===== src/rtl/mem_arbiter.sv =====
// Two-requester round-robin arbiter for a single-port data memory with registered load return.
// Define MEM_ARB_LOCK_EN to let a requester hold the memory for a locked burst of up to LOCK_MAX grants.
module mem_arbiter #(
  parameter int ADDR_W   = 10,
  parameter int DATA_W   = 8,
  parameter int LOCK_MAX = 16
) (
  input  logic              clk,
  input  logic              rst,
  input  logic              a_req,
  input  logic              a_we,
  input  logic [ADDR_W-1:0] a_addr,
  input  logic [DATA_W-1:0] a_wdata,
  input  logic              a_lock,
  output logic              a_gnt,
  output logic              a_rvalid,
  output logic [DATA_W-1:0] a_rdata,
  input  logic              b_req,
  input  logic              b_we,
  input  logic [ADDR_W-1:0] b_addr,
  input  logic [DATA_W-1:0] b_wdata,
  input  logic              b_lock,
  output logic              b_gnt,
  output logic              b_rvalid,
  output logic [DATA_W-1:0] b_rdata,
  output logic              m_en_store,
  output logic [ADDR_W-1:0] m_addr_store,
  output logic [DATA_W-1:0] m_data_store,
  output logic              m_en_load,
  output logic [ADDR_W-1:0] m_addr_load,
  input  logic [DATA_W-1:0] m_data_load
);

  logic              last_b_q, last_b_d;
  logic              a_rvalid_q, b_rvalid_q;
  logic [DATA_W-1:0] a_rdata_q, b_rdata_q;
  logic              a_win, b_win;

`ifdef MEM_ARB_LOCK_EN
  typedef enum logic [1:0] {OWN_NONE, OWN_A, OWN_B} owner_e;
  localparam int CNT_W = $clog2(LOCK_MAX + 1);
  owner_e           owner_q;
  logic [CNT_W-1:0] cnt_q;
`else
  logic unused_lock;
  assign unused_lock = a_lock | b_lock;
`endif

  // An owning requester wins outright; otherwise the side not granted last wins a tie.
  always_comb begin
    a_win = 1'b0;
    b_win = 1'b0;
    if (!rst) begin
`ifdef MEM_ARB_LOCK_EN
      if (owner_q == OWN_A && a_req) begin
        a_win = 1'b1;
      end else if (owner_q == OWN_B && b_req) begin
        b_win = 1'b1;
      end else begin
`endif
        if (a_req && b_req) begin
          a_win = last_b_q;
          b_win = ~last_b_q;
        end else begin
          a_win = a_req;
          b_win = b_req;
        end
`ifdef MEM_ARB_LOCK_EN
      end
`endif
    end
  end

  always_comb begin
    m_en_store   = 1'b0;
    m_en_load    = 1'b0;
    m_addr_store = '0;
    m_addr_load  = '0;
    m_data_store = '0;
    if (a_win) begin
      m_en_store   = a_we;
      m_en_load    = ~a_we;
      m_addr_store = a_addr;
      m_addr_load  = a_addr;
      m_data_store = a_wdata;
    end else if (b_win) begin
      m_en_store   = b_we;
      m_en_load    = ~b_we;
      m_addr_store = b_addr;
      m_addr_load  = b_addr;
      m_data_store = b_wdata;
    end
  end

  always_comb begin
    last_b_d = last_b_q;
    if (a_win)      last_b_d = 1'b0;
    else if (b_win) last_b_d = 1'b1;
  end

  assign a_gnt    = a_win;
  assign b_gnt    = b_win;
  assign a_rvalid = a_rvalid_q;
  assign b_rvalid = b_rvalid_q;
  assign a_rdata  = a_rdata_q;
  assign b_rdata  = b_rdata_q;

  always_ff @(posedge clk) begin
    if (rst) begin
      last_b_q   <= 1'b1;
      a_rvalid_q <= 1'b0;
      b_rvalid_q <= 1'b0;
      a_rdata_q  <= '0;
      b_rdata_q  <= '0;
`ifdef MEM_ARB_LOCK_EN
      owner_q    <= OWN_NONE;
      cnt_q      <= '0;
`endif
    end else begin
      last_b_q   <= last_b_d;
      a_rvalid_q <= a_win & ~a_we;
      b_rvalid_q <= b_win & ~b_we;
      if (a_win && !a_we) a_rdata_q <= m_data_load;
      if (b_win && !b_we) b_rdata_q <= m_data_load;
`ifdef MEM_ARB_LOCK_EN
      // The entry grant counts as the first of the burst, so a full burst is LOCK_MAX grants.
      case (owner_q)
        OWN_NONE: begin
          if (a_win && a_lock) begin
            owner_q <= OWN_A;
            cnt_q   <= CNT_W'(1);
          end else if (b_win && b_lock) begin
            owner_q <= OWN_B;
            cnt_q   <= CNT_W'(1);
          end
        end
        OWN_A: begin
          if (!a_req || !a_lock || cnt_q == CNT_W'(LOCK_MAX - 1)) begin
            owner_q <= OWN_NONE;
            cnt_q   <= '0;
          end else begin
            cnt_q <= cnt_q + 1'b1;
          end
        end
        OWN_B: begin
          if (!b_req || !b_lock || cnt_q == CNT_W'(LOCK_MAX - 1)) begin
            owner_q <= OWN_NONE;
            cnt_q   <= '0;
          end else begin
            cnt_q <= cnt_q + 1'b1;
          end
        end
        default: begin
          owner_q <= OWN_NONE;
          cnt_q   <= '0;
        end
      endcase
`endif
    end
  end

endmodule

===== config.mk =====
export PLATFORM = sky130hd
export DESIGN_NAME = mem_arbiter
export DESIGN_NICKNAME = d
export VERILOG_FILES = /design/src/rtl/mem_arbiter.sv
export SDC_FILE = /design/constraint.sdc
export NUM_CORES = 1
export LEC_CHECK = 0
export ABC_AREA = 0
export BUFFER_PORTS_ARGS = -buffer_cell sky130_fd_sc_hd__buf_2
export CAP_MARGIN = 15
export CORE_ASPECT_RATIO = 2
export CORE_MARGIN = 1.5
export CORE_UTILIZATION = 26
export CTS_CLUSTER_DIAMETER = 120
export DETAILED_ROUTE_END_ITERATION = 16
export HOLD_SLACK_MARGIN = 0.02
export SYNTH_ARGS = -nofsm -noshare
export SYNTH_HDL_FRONTEND = slang
export SYNTH_SLANG_ARGS = --single-unit

===== constraint.sdc =====
create_clock -name clk -period 2.85 [get_ports clk]
set_input_delay 0.4275 -clock clk [delete_from_list [all_inputs] [get_ports clk]]
set_output_delay 0.4275 -clock clk [all_outputs]
set_load 0.03 [all_outputs]

* Word level (Yosys, flattened, before mapping)
Cells that the tools add are included.
Cells by class: reduce and logical (&&, ||, !) cells 6, bitwise logic cells 5, muxes and demuxes 14
Operators by type and width (number):
- 10-bit 2-to-1 mux | 2
- 8-bit 2-to-1 mux | 2
- 1-bit 2-to-1 mux | 10
- 1-bit logical AND | 3
- 1-bit inverter | 3
- 1-bit bitwise AND | 2
- 1-bit zero test | 2
- 2-bit nonzero test | 1
Word-level totals: bits of input ports 52, word-level logic and storage cells 30, register bits 19, output and inout port bits 50

* Longest topological paths before layout
depth in word-level cells 5, gate-level depth with buffers 6, depth with buffers taken out 4

* Least setup slack after synthesis
OpenSTA, ideal clock, no wires.
path kind input-to-output, from input port b_req, to output port m_en_load, slack 0.714 ns, stages on the path 4, buffers on the path 1, required time 2.423 ns, data arrival time 1.708 ns, cells stage by stage nor2b_4 or3_4 buf_6 o21ai_0
On the way: cells in the longest elaborated chain, start to end 5, elaborated cells between the ends (all ways) 7, classes of those cells mux: 6; reduce/logical: 1
RTL lines:
- start: declaration | line 18 | input logic b_req,
- 1-bit logical AND | line 61 | if (a_req && b_req) begin
- 1-bit 2-to-1 mux | line 61
- 1-bit 2-to-1 mux | line 53 | if (!rst) begin
- 1-bit 2-to-1 mux | line 86 | end else if (b_win) begin
- 1-bit 2-to-1 mux * | line 80 | if (a_win) begin
- end: declaration | line 29 | output logic m_en_load,
Every way passes the cells marked *; elsewhere a longest branch is shown, timed or not.

* Final worst setup path
from register last_b_q, to output port m_addr_store[9]
On the way: cells in the longest elaborated chain, start to end 5, elaborated cells between the ends (all ways) 7, classes of those cells mux: 6; bitwise: 1
RTL lines:
- start: declaration | line 34 | logic last_b_q, last_b_d;
- start signal: assignment | line 120 | last_b_q <= last_b_d;
- 1-bit inverter | line 63 | b_win = ~last_b_q;
- 1-bit 2-to-1 mux | line 61
- 1-bit 2-to-1 mux | line 53
- 10-bit 2-to-1 mux | line 86
- 10-bit 2-to-1 mux * | line 80
- end: declaration | line 27 | output logic [ADDR_W-1:0] m_addr_store,
Marks and branches as above.

==> metrics.md <==
| Metric | Value |
|---|---|
| Outcome | `finished clean` |
| First DRT Iteration DRCs | `27` |
| Share of total power in combinational logic | `about a third` |
| H-tree Lvls | `1` |
| CTS tree | `built` |
| CP required | `between 2000 and 2500 ps` |
| Int Power | `0.456 mW` |
| Multi-input gate area | `between 400 and 500 um^2` |
| Dpl ws | `a little under 600 ps` |
| Pleak | `~0.86 nW` |
| Cells after Synth | `about 120` |
| Hold-fix buffers at CTS | `0` |
| First-pass GRT wire length | `about 4900 um` |
| Seq pwr share | `between 40% and 50%` |
| Register area share after synthesis | `roughly 36%` |
| Peak supply drop | `between 300 and 400 uV` |
| Final hold violation count | `0` |
| Chip width | `48.3 um` |
| Overall Power | `0.707 mW` |
| Met2 Usage GRT | `27.4%` |
| Vias in the first global route | `between 1,000 and 1,500` |
| Endpoints failing setup | `0` |
| Clock power share | `between 20% and 30%` |
| Fmax | `roughly 440 MHz` |
| Final Instance Area | `1550 um^2` |
| Largest net degree at the start of global routing | `21` |
| Grt peak-use layer | `met2` |
| Area Overhead vs Synth | `45.8%` |
| Post-place instance area | `approximately 1500 um^2` |
| Arrival @ worst endpoint | `~1900 ps` |
| R2r setup slk | `1660 ps` |
| Worst Hold Class | `input port to flip-flop` |
| Nets | `254` |
| Antenna violations before repair | `0` |
| Setup_tns | `0 ps` |
| Routed Antenna Nets | `0` |
| Startpoint Class | `flip-flop` |
| Final slew viol count | `0` |
| Synth cell types | `21` |
| Placeable Area | `a little under 4000 um^2` |
| Routed len/inst | `approximately 14 um` |
| Sw power | `0.250 mW` |
| GR Layer Usage met1 | `between 10% and 20%` |
| Share of layout cells above drive strength 1 | `between 50 and 60%` |
| RSZ-0062 raised after global routing | `no` |
| Iteration count of the initial detailed-routing pass | `4` |
| Final Non-Filler Cells | `about 250` |
| Path type of the worst setup path | `flip-flop to output port` |
| Worst slew pin tran | `437 ps` |
| Total of max-cap violations | `0` |
| Sw frac | `around 35%` |
| Drt drc | `0` |
| Site Rows | `32` |
| Num CTS Buffers | `3` |
| Via/cell ratio | `5.00` |
| Worst-path clk slew | `~70 ps` |
| Count of cells resized by post-cts repair | `0` |
| Syn_nets | `roughly 170` |
| Fin crit period | `roughly 2300 ps` |
| ANT cells | `0` |
| Post-CTS Repair Setup Buffers | `0` |
| Fin crit share | `about four fifths` |
| Cells after DPL | `around 250` |
| Syn. warnings | `0` |
| Worst skew pair latency | `approximately 260 ps` |
| Root buf cell | `clkbuf_8` |
| Final WL | `roughly 3400 um` |
| DPL Wire Length | `2710 um` |
| Synth Area per Inst | `a little over 9 um^2` |
| Cell Area, Synth | `1060 um^2` |
| Final WS setup | `~550 ps` |
| Yosys reg bits | `19` |
| Global Route met3 Usage | `under 10%` |
| Total GRT Usage | `14.8%` |
| Placer Congestion | `around 0.73` |
| Layout fillers | `~420` |
| Rel. slew slack | `just over 70%` |
| Die area | `approximately 4500 um^2` |
| Max Clock Skew | `1.28 ps` |
| Clk sinks | `19` |
| Initial cell density of the core | `27.4%` |
| Clk buf depth | `2` |
| CP Max Fanout | `20` |
| I/O pins | `between 100 and 150` |
| Pwr dens | `approximately 460 nW/um^2` |
| Die height | `~94 um` |
| Register area | `between 300 and 400 um^2` |
| GRT Residual Overflow | `0` |
| Buffers added on ports | `between 90 and 100` |
| CP endpoint kind | `output port` |
| Vias | `roughly 1,300` |
-- worst max-delay path: stages (launching register included) --
cell and delay [ps]:
dfxtp_1 400, nor2b_4 80, or3_4 400, inv_1 70, buf_4 220, a22o_1 210
buf_2 210
-- worst paths after layout --
kind             startpoint         endpoint  cells past startpoint
max                last_b_q  m_addr_store[9]                      6
min          m_data_load[7]       a_rdata[7]                      3
max reg2reg        last_b_q       a_rdata[5]                      3
min reg2reg      b_rdata[0]       b_rdata[0]                      2
-- flip-flops by register name, indices dropped and copies added, names as in the netlist --
register  flops
a_rdata       8
a_rvalid      1
b_rdata       8
b_rvalid      1
last_b_q      1
-- Yosys cell counts --
| master | instances | area share (%) |
|---|---|---|
| o31ai_1 | 8 | 5.6 |
| a22o_2 | 9 | 8.5 |
| or3_4 | 1 | 1.1 |
| o311ai_0 | 16 | 13 |
| and2_2 | 1 | 0.71 |
| nand2_1 | 1 | 0.35 |
| nor2_1 | 2 | 0.71 |
| dfxtp_1 | 19 | 36 |
| buf_4 | 10 | 7.1 |
| nor3_2 | 1 | 0.94 |
| buf_2 | 2 | 0.94 |
| clkbuf_1 | 2 | 0.71 |
| o21ai_0 | 10 | 4.7 |
| buf_1 | 2 | 0.71 |
| nor2b_1 | 1 | 0.59 |
| inv_1 | 14 | 4.9 |
| nand3_1 | 1 | 0.47 |
| nor2b_4 | 1 | 1.3 |
| clkbuf_2 | 1 | 0.47 |
| buf_6 | 3 | 3.2 |
| a22o_1 | 10 | 8.2 |
-- cells in the final DEF (no fill, tap or decap), drive strengths merged --
cell type,n
buf,102
dfxtp,19
and2,1
inv,14
o31ai,8
o21ai,10
nor2b,2
o311ai,16
clkbuf,4
nor2,2
nand2,1
a22o,19
nor3,1
or3,1
nand3,1
-- power by group through the flow --
stage | registers (mW) | clock network (mW) | logic [mW]
2_1_floorplan | 0.313 | 0 | 0.141
3_3_place_gp | 0.290 | 0 | 0.231
3_5_place_dp | 0.291 | 0 | 0.232
4_1_cts | 0.285 | 0.196 | 0.232
5_1_grt | 0.286 | 0.204 | 0.251
6_report | 0.285 | 0.191 | 0.231
-- metal layers --
layer,vias up,share of wire [%]
li1,603,-
met1,558,36
met2,94,53
met3,5,9.4
met4,0,1.9
met5,-,0
-- cell type report --
cell class	count	share of cell area, %
Clock buffer	4	2.90
Sequential cell	19	24.5
Tap cell	51	4.11
Multi-Input combinational cell	62	31.7
Inverter	14	3.38
Timing Repair Buffer	102	33.4
-- through the flow --
stage | hold slack [ps] | util [%]
finish | 434 | 40.0
global placement | 480 | 38.8
global route | 462 | 40.0
CTS | 436 | 40.0
detailed placement | 494 | 38.8
floorplan | 535 | -
-- logic make-up (layout without fill, tap and decap cells) --
logic type / after synthesis / in the layout / share of synthesized area, %
AO/OA/AOI/OAI: 53 / 53 / 40.2
flip-flops: 19 / 19 / 35.7
buffers and inverters: 34 / 120 / 18.0
AND/OR/NAND/NOR: 9 / 9 / 6.11
Power figures use the tool's default switching activity.
